$ cat src/rtl/csr_unit_m.sv
// Machine-mode CSR file for a single-hart RV32 core.
// Covers Zicsr accesses, trap/MRET state, 64-bit counters and the external interrupt gate.
module csr_unit_m #(
    parameter int unsigned XLEN        = 32,
    parameter int unsigned NUM_HPM     = 2,
    parameter logic [31:0] MTVEC_RESET = 32'h0,
    parameter logic [31:0] HART_ID     = 32'h0,
    localparam int unsigned HPM_W      = (NUM_HPM > 0) ? NUM_HPM : 1
) (
    input  logic             clk,
    input  logic             rst,
    input  logic             csr_en,
    input  logic [1:0]       csr_op,
    input  logic [11:0]      csr_addr,
    input  logic [XLEN-1:0]  csr_wdata,
    output logic [XLEN-1:0]  csr_rdata,
    output logic             csr_illegal,
    input  logic             instr_ret,
    input  logic [HPM_W-1:0] hpm_event,
    input  logic             irq_ext,
    output logic             irq_take,
    input  logic             trap_valid,
    input  logic [XLEN-1:0]  trap_cause,
    input  logic [XLEN-1:0]  trap_pc,
    input  logic [XLEN-1:0]  trap_tval,
    input  logic             mret,
    output logic [XLEN-1:0]  trap_vector,
    output logic [XLEN-1:0]  epc_out
);

    localparam int unsigned NCNT      = NUM_HPM + 2;
    localparam logic [31:0] MISA_VAL  = 32'h4000_1120;
    localparam logic [31:0] INH_MASK  = 32'h5 | 32'(((64'd1 << NUM_HPM) - 64'd1) << 3);

    // Low-half address of counter k: mcycle, minstret, then mhpmcounter3 onwards.
    function automatic logic [11:0] cnt_addr(int k);
        if (k == 0) return 12'hB00;
        if (k == 1) return 12'hB02;
        return 12'(32'hB01 + 32'(k));
    endfunction

    logic             mst_mie_q, mst_mie_d, mst_mpie_q, mst_mpie_d;
    logic             meie_q, meie_d;
    logic [XLEN-1:0]  mtvec_q, mtvec_d, mscratch_q, mscratch_d;
    logic [XLEN-1:0]  mepc_q, mepc_d, mcause_q, mcause_d, mtval_q, mtval_d;
    logic [XLEN-1:0]  minhibit_q, minhibit_d;
    logic [63:0]      cnt_q [NCNT];
    logic [63:0]      cnt_d [NCNT];

    logic [XLEN-1:0]  old_val, new_val, tv_base;
    logic             implemented, wr_attempt, wr_en;
    logic [NCNT-1:0]  cnt_inc, cnt_inh;

    always_comb begin
        old_val     = '0;
        implemented = 1'b1;
        case (csr_addr)
            12'hF11, 12'hF12, 12'hF13: old_val = '0;
            12'hF14: old_val = HART_ID;
            12'h300: old_val = {19'b0, 2'b11, 3'b0, mst_mpie_q, 3'b0, mst_mie_q, 3'b0};
            12'h301: old_val = MISA_VAL;
            12'h304: old_val = {20'b0, meie_q, 11'b0};
            12'h305: old_val = mtvec_q;
            12'h320: old_val = minhibit_q;
            12'h340: old_val = mscratch_q;
            12'h341: old_val = mepc_q;
            12'h342: old_val = mcause_q;
            12'h343: old_val = mtval_q;
            12'h344: old_val = {20'b0, irq_ext, 11'b0};
            default: implemented = 1'b0;
        endcase
        for (int k = 0; k < NCNT; k++) begin
            if (csr_addr == cnt_addr(k)) begin
                old_val     = cnt_q[k][31:0];
                implemented = 1'b1;
            end
            if (csr_addr == (cnt_addr(k) | 12'h080)) begin
                old_val     = cnt_q[k][63:32];
                implemented = 1'b1;
            end
        end
    end

    always_comb begin
        case (csr_op)
            2'b01:   new_val = csr_wdata;
            2'b10:   new_val = old_val | csr_wdata;
            2'b11:   new_val = old_val & ~csr_wdata;
            default: new_val = old_val;
        endcase
    end

    // RS/RC with a zero operand is a pure read, so it never trips the read-only check.
    assign wr_attempt  = (csr_op == 2'b01) | (csr_op[1] & (csr_wdata != '0));
    assign csr_illegal = csr_en & (~implemented | ((csr_addr[11:10] == 2'b11) & wr_attempt));
    assign wr_en       = csr_en & wr_attempt & ~csr_illegal;
    assign csr_rdata   = old_val;

    always_comb begin
        cnt_inc    = '0;
        cnt_inh    = '0;
        cnt_inc[0] = 1'b1;
        cnt_inc[1] = instr_ret;
        cnt_inh[0] = minhibit_q[0];
        cnt_inh[1] = minhibit_q[2];
        for (int i = 0; i < NUM_HPM; i++) begin
            cnt_inc[i+2] = hpm_event[i];
            cnt_inh[i+2] = minhibit_q[i+3];
        end
    end

    always_comb begin
        mst_mie_d  = mst_mie_q;
        mst_mpie_d = mst_mpie_q;
        meie_d     = meie_q;
        mtvec_d    = mtvec_q;
        mscratch_d = mscratch_q;
        mepc_d     = mepc_q;
        mcause_d   = mcause_q;
        mtval_d    = mtval_q;
        minhibit_d = minhibit_q;
        for (int k = 0; k < NCNT; k++) cnt_d[k] = cnt_q[k];

        if (wr_en) begin
            case (csr_addr)
                12'h304: meie_d     = new_val[11];
                12'h305: mtvec_d    = {new_val[31:2], new_val[1] ? 2'b00 : new_val[1:0]};
                12'h320: minhibit_d = new_val & INH_MASK;
                12'h340: mscratch_d = new_val;
                default: ;
            endcase
        end

        if (trap_valid) begin
            mepc_d     = {trap_pc[31:2], 2'b00};
            mcause_d   = trap_cause;
            mtval_d    = trap_tval;
            mst_mpie_d = mst_mie_q;
            mst_mie_d  = 1'b0;
        end else if (mret) begin
            mst_mie_d  = mst_mpie_q;
            mst_mpie_d = 1'b1;
        end else if (wr_en) begin
            case (csr_addr)
                12'h300: begin
                    mst_mie_d  = new_val[3];
                    mst_mpie_d = new_val[7];
                end
                12'h341: mepc_d   = {new_val[31:2], 2'b00};
                12'h342: mcause_d = new_val;
                12'h343: mtval_d  = new_val;
                default: ;
            endcase
        end

        // A software write to either half suppresses that cycle's increment.
        for (int k = 0; k < NCNT; k++) begin
            if (wr_en && csr_addr == cnt_addr(k)) begin
                cnt_d[k][31:0] = new_val;
            end else if (wr_en && csr_addr == (cnt_addr(k) | 12'h080)) begin
                cnt_d[k][63:32] = new_val;
            end else if (cnt_inc[k] && !cnt_inh[k]) begin
                cnt_d[k] = cnt_q[k] + 64'd1;
            end
        end
    end

    always_ff @(posedge clk) begin
        if (rst) begin
            mst_mie_q  <= 1'b0;
            mst_mpie_q <= 1'b0;
            meie_q     <= 1'b0;
            mtvec_q    <= MTVEC_RESET;
            mscratch_q <= '0;
            mepc_q     <= '0;
            mcause_q   <= '0;
            mtval_q    <= '0;
            minhibit_q <= '0;
            for (int k = 0; k < NCNT; k++) cnt_q[k] <= '0;
        end else begin
            mst_mie_q  <= mst_mie_d;
            mst_mpie_q <= mst_mpie_d;
            meie_q     <= meie_d;
            mtvec_q    <= mtvec_d;
            mscratch_q <= mscratch_d;
            mepc_q     <= mepc_d;
            mcause_q   <= mcause_d;
            mtval_q    <= mtval_d;
            minhibit_q <= minhibit_d;
            for (int k = 0; k < NCNT; k++) cnt_q[k] <= cnt_d[k];
        end
    end

    assign tv_base     = {mtvec_q[31:2], 2'b00};
    assign trap_vector = (mtvec_q[1:0] == 2'b01 && mcause_q[31])
                         ? tv_base + {mcause_q[29:0], 2'b00} : tv_base;
    assign epc_out     = mepc_q;
    assign irq_take    = mst_mie_q & meie_q & irq_ext;

endmodule

$ cat config.mk
export PLATFORM = sky130hd
export DESIGN_NAME = csr_unit_m
export DESIGN_NICKNAME = d
export VERILOG_FILES = /design/src/rtl/csr_unit_m.sv
export SDC_FILE = /design/constraint.sdc
export NUM_CORES = 2
export LEC_CHECK = 0
export ABC_AREA = 1
export CORE_MARGIN = 5
export CORE_UTILIZATION = 55
export DETAILED_ROUTE_END_ITERATION = 10
export PLACE_DENSITY = 0.84
export SLEW_MARGIN = 20
export SYNTH_ARGS = -nofsm -noshare
export SYNTH_HDL_FRONTEND = slang
export SYNTH_SLANG_ARGS = --single-unit
$ cat constraint.sdc
create_clock -name clk -period 4 [get_ports clk]
set_input_delay 0.6 -clock clk [delete_from_list [all_inputs] [get_ports clk]]
set_output_delay 0.6 -clock clk [all_outputs]
set_load 0.05 [all_outputs]
Word level (Yosys, flattened, before mapping):

Memory sizes are Yosys's and may differ from the RTL's.
Cells that the tools add are included.

* output and inout port bits: 98
* word-level logic and storage cells: 169
* memories: 1
* memory bits (writable): 256
* bits of input ports: 151
* register bits after elaboration: 165

* bitwise logic cells: 18
* equal/unequal tests: 30
* reductions and logical operators: 35
* add/subtract/negate cells: 5
* mux-type cells: 71

Memories
* cnt_q: depth 4, width 64, rd ports 4, clocked after memory_dff 0, write ports 4, RTL line 47 `logic [63:0] cnt_q [NCNT];`

Operators by type and width (number)
* $mux W32: 37
* $mux W64: 8
* $pmux W32 S10: 1
* $add A64 B1 Y64 const B: 4
* $eq A12 B12 Y1 const B: 12
* $eq A12 B10 Y1 const B: 10
* $pmux W32 S3: 1
* $add A32 B32 Y32: 1
* $and A32 B32 Y32: 1
* $not A32 Y32: 1
* $or A32 B32 Y32: 1
* $reduce_bool A32 Y1: 1
* $eq A12 B12 Y1: 2
* $mux W12: 2
* $mux W1: 22
* $reduce_or A14 Y1: 1
* $logic_and A1 B1 Y1: 12
* $reduce_and A2 Y1: 6
* $reduce_bool A2 Y1: 6
* $reduce_and A3 Y1: 3
* $and A1 B1 Y1: 7
* $eq A2 B2 Y1 const B: 3
* $or A1 B1 Y1: 6
* $reduce_bool A3 Y1: 2
* 5 further kinds: 9

Depth between registers and ports, before layout:

* word-level depth: 25
* depth in mapped cells: 22
* mapped depth without buffers: 22

Worst setup path before layout:

OpenSTA, ideal clock, no wires.

* kind: reg2out
* start: reg mcause_q[0]
* end: out trap_vector[20]
* slack: 141 ps
* cell stages (with the launch flop): 16
* buffers on the path: 0
* arrival: 3259 ps
* required time: 3400 ps
* cell sequence: dfxtp_1 -> ha_1 -> inv_1 -> fa_1 -> inv_1 -> nand3_1 -> nand2_1 -> nand2_1 -> nand2_1 -> a21oi_1 -> o21ai_0 -> a21boi_0 -> o21ai_0 -> a21oi_1 -> xor2_1 -> o21ai_0

* cells in the longest elaborated chain, start to end: 2

RTL lines
* start, declared: RTL line 45 `logic [XLEN-1:0] mepc_q, mepc_d, mcause_q, mcause_d, mtval_q, mtval_d;`
* start signal, assigned: RTL line 187 `mcause_q <= mcause_d;`
* $add A32 B32 Y32: RTL line 196 `? tv_base + {mcause_q[29:0], 2'b00} : tv_base;`
* $mux W32: RTL line 196
* end, declared: RTL line 27 `output logic [XLEN-1:0] trap_vector,`

Every way passes these cells.

Worst setup path in the final report:

* start: in csr_addr[5]
* end: out csr_rdata[13]

* cells in the longest elaborated chain, start to end: 10
* elaborated cells on any way between the ends: 27
* those cells by class: eq/ne: 18; mux: 9

RTL lines
* start, declared: RTL line 14 `input logic [11:0] csr_addr,`
* $eq A12 B10 Y1: RTL line 57 `case (csr_addr)`
* $pmux W32 S10: RTL line 57
* $mux W32: RTL line 73 `if (csr_addr == cnt_addr(k)) begin`
* $mux W32: RTL line 77 `if (csr_addr == (cnt_addr(k) | 12'h080)) begin`
* $mux W32: RTL line 73
* $mux W32: RTL line 77
* $mux W32: RTL line 73
* $mux W32: RTL line 77
* $mux W32: RTL line 73
* $mux W32 *: RTL line 77
* end, declared: RTL line 16 `output logic [XLEN-1:0] csr_rdata,`

Mark *: on every way between the ends. The rest lies on a longest branch, timed or not.

==> flow_summary.yaml <==
placed_design:
  place_area_sq_um: 36320
  dp_slack_ns: -0.02559
  placed_cells: 6241
  io_buffers: 242
  place_congestion: 1.157
  dp_hpwl_mm: 122.0
timing:
  post-route-min-period_ns: 4.080
  tightestPinTransition_ns: 0.9777
  skew_ns: 0.02075
  timing.slew.headroom: 0.3482
  hold_viol: 0
  period_share: 1.020
  hold_slack_ns: 0.3187
  slew_viol_final: 0
  setup_viol: 7
  fin_ws_ns: -0.08036
  max_freq_mhz: 245.1
  tns_ns: -0.2705
detailed_routing:
  wl_per_cell_um: 25.14
  vias: 40080
  drc: 0
  antenna_violating_nets_post_route: 0
  drt_iter0_markers: 6444
  drt-total-wl_mm: 159.4
  viasPerCell: 6.321
  dr.pass1.iters: 7
layout:
  final_util: 0.6830
  area_growth_pct: 23.74
  fin_cells: 6341
  layout.nets: 5728
  drive_gt1_frac: 0.1066
  final_cell_area_sq_um: 38290
synthesis:
  synth_top_area_share: 0.2717
  async_flop_share: 0
  synth.top_cells.by_area: "dfxtp_1, nand2_1, a21oi_1, nand3_1, o21ai_0"
  postSynthCellCount: 5164
  synth-seq-cells: 420
  synth_common_cells: "nand2_1, inv_1, a21oi_1"
  yosysMostFrequentCell: "nand2_1"
  synthDistinctLibCells: 58
  synth_top_cell_by_area: "dfxtp_1"
  yosysWarnings: 0
  netlist_area_sq_um: 30940
  yosysSeqAreaShare: 0.2717
  synth_edf_count: 0
  synth-main-ff-cell: "dfxtp_1"
  syn_area_per_cell_sq_um: 5.992
critical_path:
  cp_max_fo: 10
  cp-start-kind: "input port"
  worstSetupPathType: "input port to output port"
  required_ns: 3.40
  end_kind: "output port"
  cp.arrival_ns: 3.48
power:
  clkPwrFrac: 0.448
  power.density_nw_per_um2: 282.0
  p_leak_nw: 15.99
  power.switching_mw: 3.176
  ir_drop_v: 0.0003245
  seqPwrFrac: 0.416
  switching_share: 0.2941
  p_int_mw: 7.623
  p_total_mw: 10.80
  p_comb_frac: 0.136
run_status:
  violations: "negative setup slack"
  status: "finished, violations left"
run:
  maxCapViolCount: 0
floorplan:
  ios: 249
  core-area_sq_um: 56060
  std_cell_rows: 87
  die_w_um: 247.2
  initial_core_util: 0.5520
  dieArea_sq_um: 61110
  die-height_um: 247.2
worst_hold_path:
  min_path_type: "input port to flip-flop"
clock_tree:
  worstSkewPairLatency_ns: 0.62
  clock_path_buffers: 3
  cts_tree: "yes"
  cts-root-buf: "clkbuf_16"
  htree_levels: 2
  clkTransAtPathRegs_ns: 0.06
  hold_buffers: 0
  cts_sinks: 420
  cts-buffers-inserted: 50
global_routing:
  grt_pass1_wl_mm: 227.6
  grt_start_max_net_pins: 97
  antenna_found_initial: 8
  gr-usage-all-layers: 0.4924
  grt.overflow.total: 0
  grt_pass1_vias: 35680
[final cells by class]
| type | count | area [sq um] |
|---|---|---|
| antenna | 5 | 12.51 |
| clock buffer | 67 | 1375 |
| clock inverter | 22 | 297.8 |
| fill | 5137 | 17770 |
| inverter | 594 | 2237 |
| multi-input combinational | 3921 | 19560 |
| sequential | 420 | 8424 |
| tap | 756 | 945.9 |
| timing repair buffer | 556 | 5439 |
[metal layers]
metal / share of wire / vias up / global-route usage
met5: 0.000082 / - / 0
met4: 0.11 / 2 / 0.4114
met3: 0.14 / 833 / 0.1252
met2: 0.40 / 3375 / 0.7156
met1: 0.35 / 17920 / 0.6090
li1: - / 17950 / -
[placed cells by master (no fill, tap or decap), types with 95 or more instances in the layout]
cell type and n:
o21ai_0 435, nor3_1 155, inv_1 565, clkdlybuf4s50_1 179
nor2_1 401, a21oi_1 553, xor2_1 153, dfxtp_1 409
buf_4 295, nand3_1 458, nand2_1 1221, nand4_1 95
[flip-flops by register name, summed over array words and instances, names as in the netlist]
name / count
mcause_q: 32
minhibit_q: 4
mtval_q: 32
mst_mpie_q: 1
mst_mie_q: 1
cnt_q: 256
mtvec_q: 31
meie_q: 1
mscratch_q: 32
epc_out: 30
[worst max-delay path: stages]
cell             delay [ns]
clkdlybuf4s50_1        0.56
nor2_2                 0.09
nand2_2                0.16
inv_4                  0.11
nand2_1                0.18
inv_1                  0.12
buf_4                  0.19
a211oi_1               0.63
nand2_4                0.15
nand2_1                0.09
nand2_1                0.05
nand2_1                0.12
a21oi_1                0.11
buf_4                  0.17
buf_12                 0.14
[power by group through the flow]
stage | Combinational, mW | Sequential [mW] | Clock (mW)
finish | 1.47 | 4.49 | 4.84
global route | 1.50 | 4.49 | 4.98
CTS | 1.39 | 4.47 | 4.80
detailed placement | 1.38 | 4.56 | 0
global placement | 1.36 | 4.56 | 0
floorplan | 0.583 | 4.55 | 0
[cells by family after synthesis]
group | count (synthesis) | synth area share
and+or+nand+nor | 2518 | 0.3542
buffers and inverters | 826 | 0.1039
adders and majority gates | 34 | 0.01399
DFF | 420 | 0.2717
xor gates and xnor gates | 182 | 0.05151
other | 1 | 0.0001212
AOI/OAI and AO/OA | 1183 | 0.2046
[what timing repair did]
item,in CTS,in global routing
pin swaps,1,9
setup buffers,0,6
hold endpoints to repair,0,0
gates resized for setup,30,88
endpoints found under the setup margin,21,46
gates cloned,0,0
[path summary, 6_finish.rpt]
kind	from	to	slack (ns)	cells after the start
worst max-delay path	csr_addr[5]	csr_rdata[13]	-0.08	15
worst min-delay path	trap_valid	mst_mie_q	0.32	4
worst max register to register	cnt_q[3][0]	cnt_q[3][63]	0.88	15
worst min register to register	cnt_q[3][51]	cnt_q[3][51]	0.48	2
(Power assumes the default switching activity.)
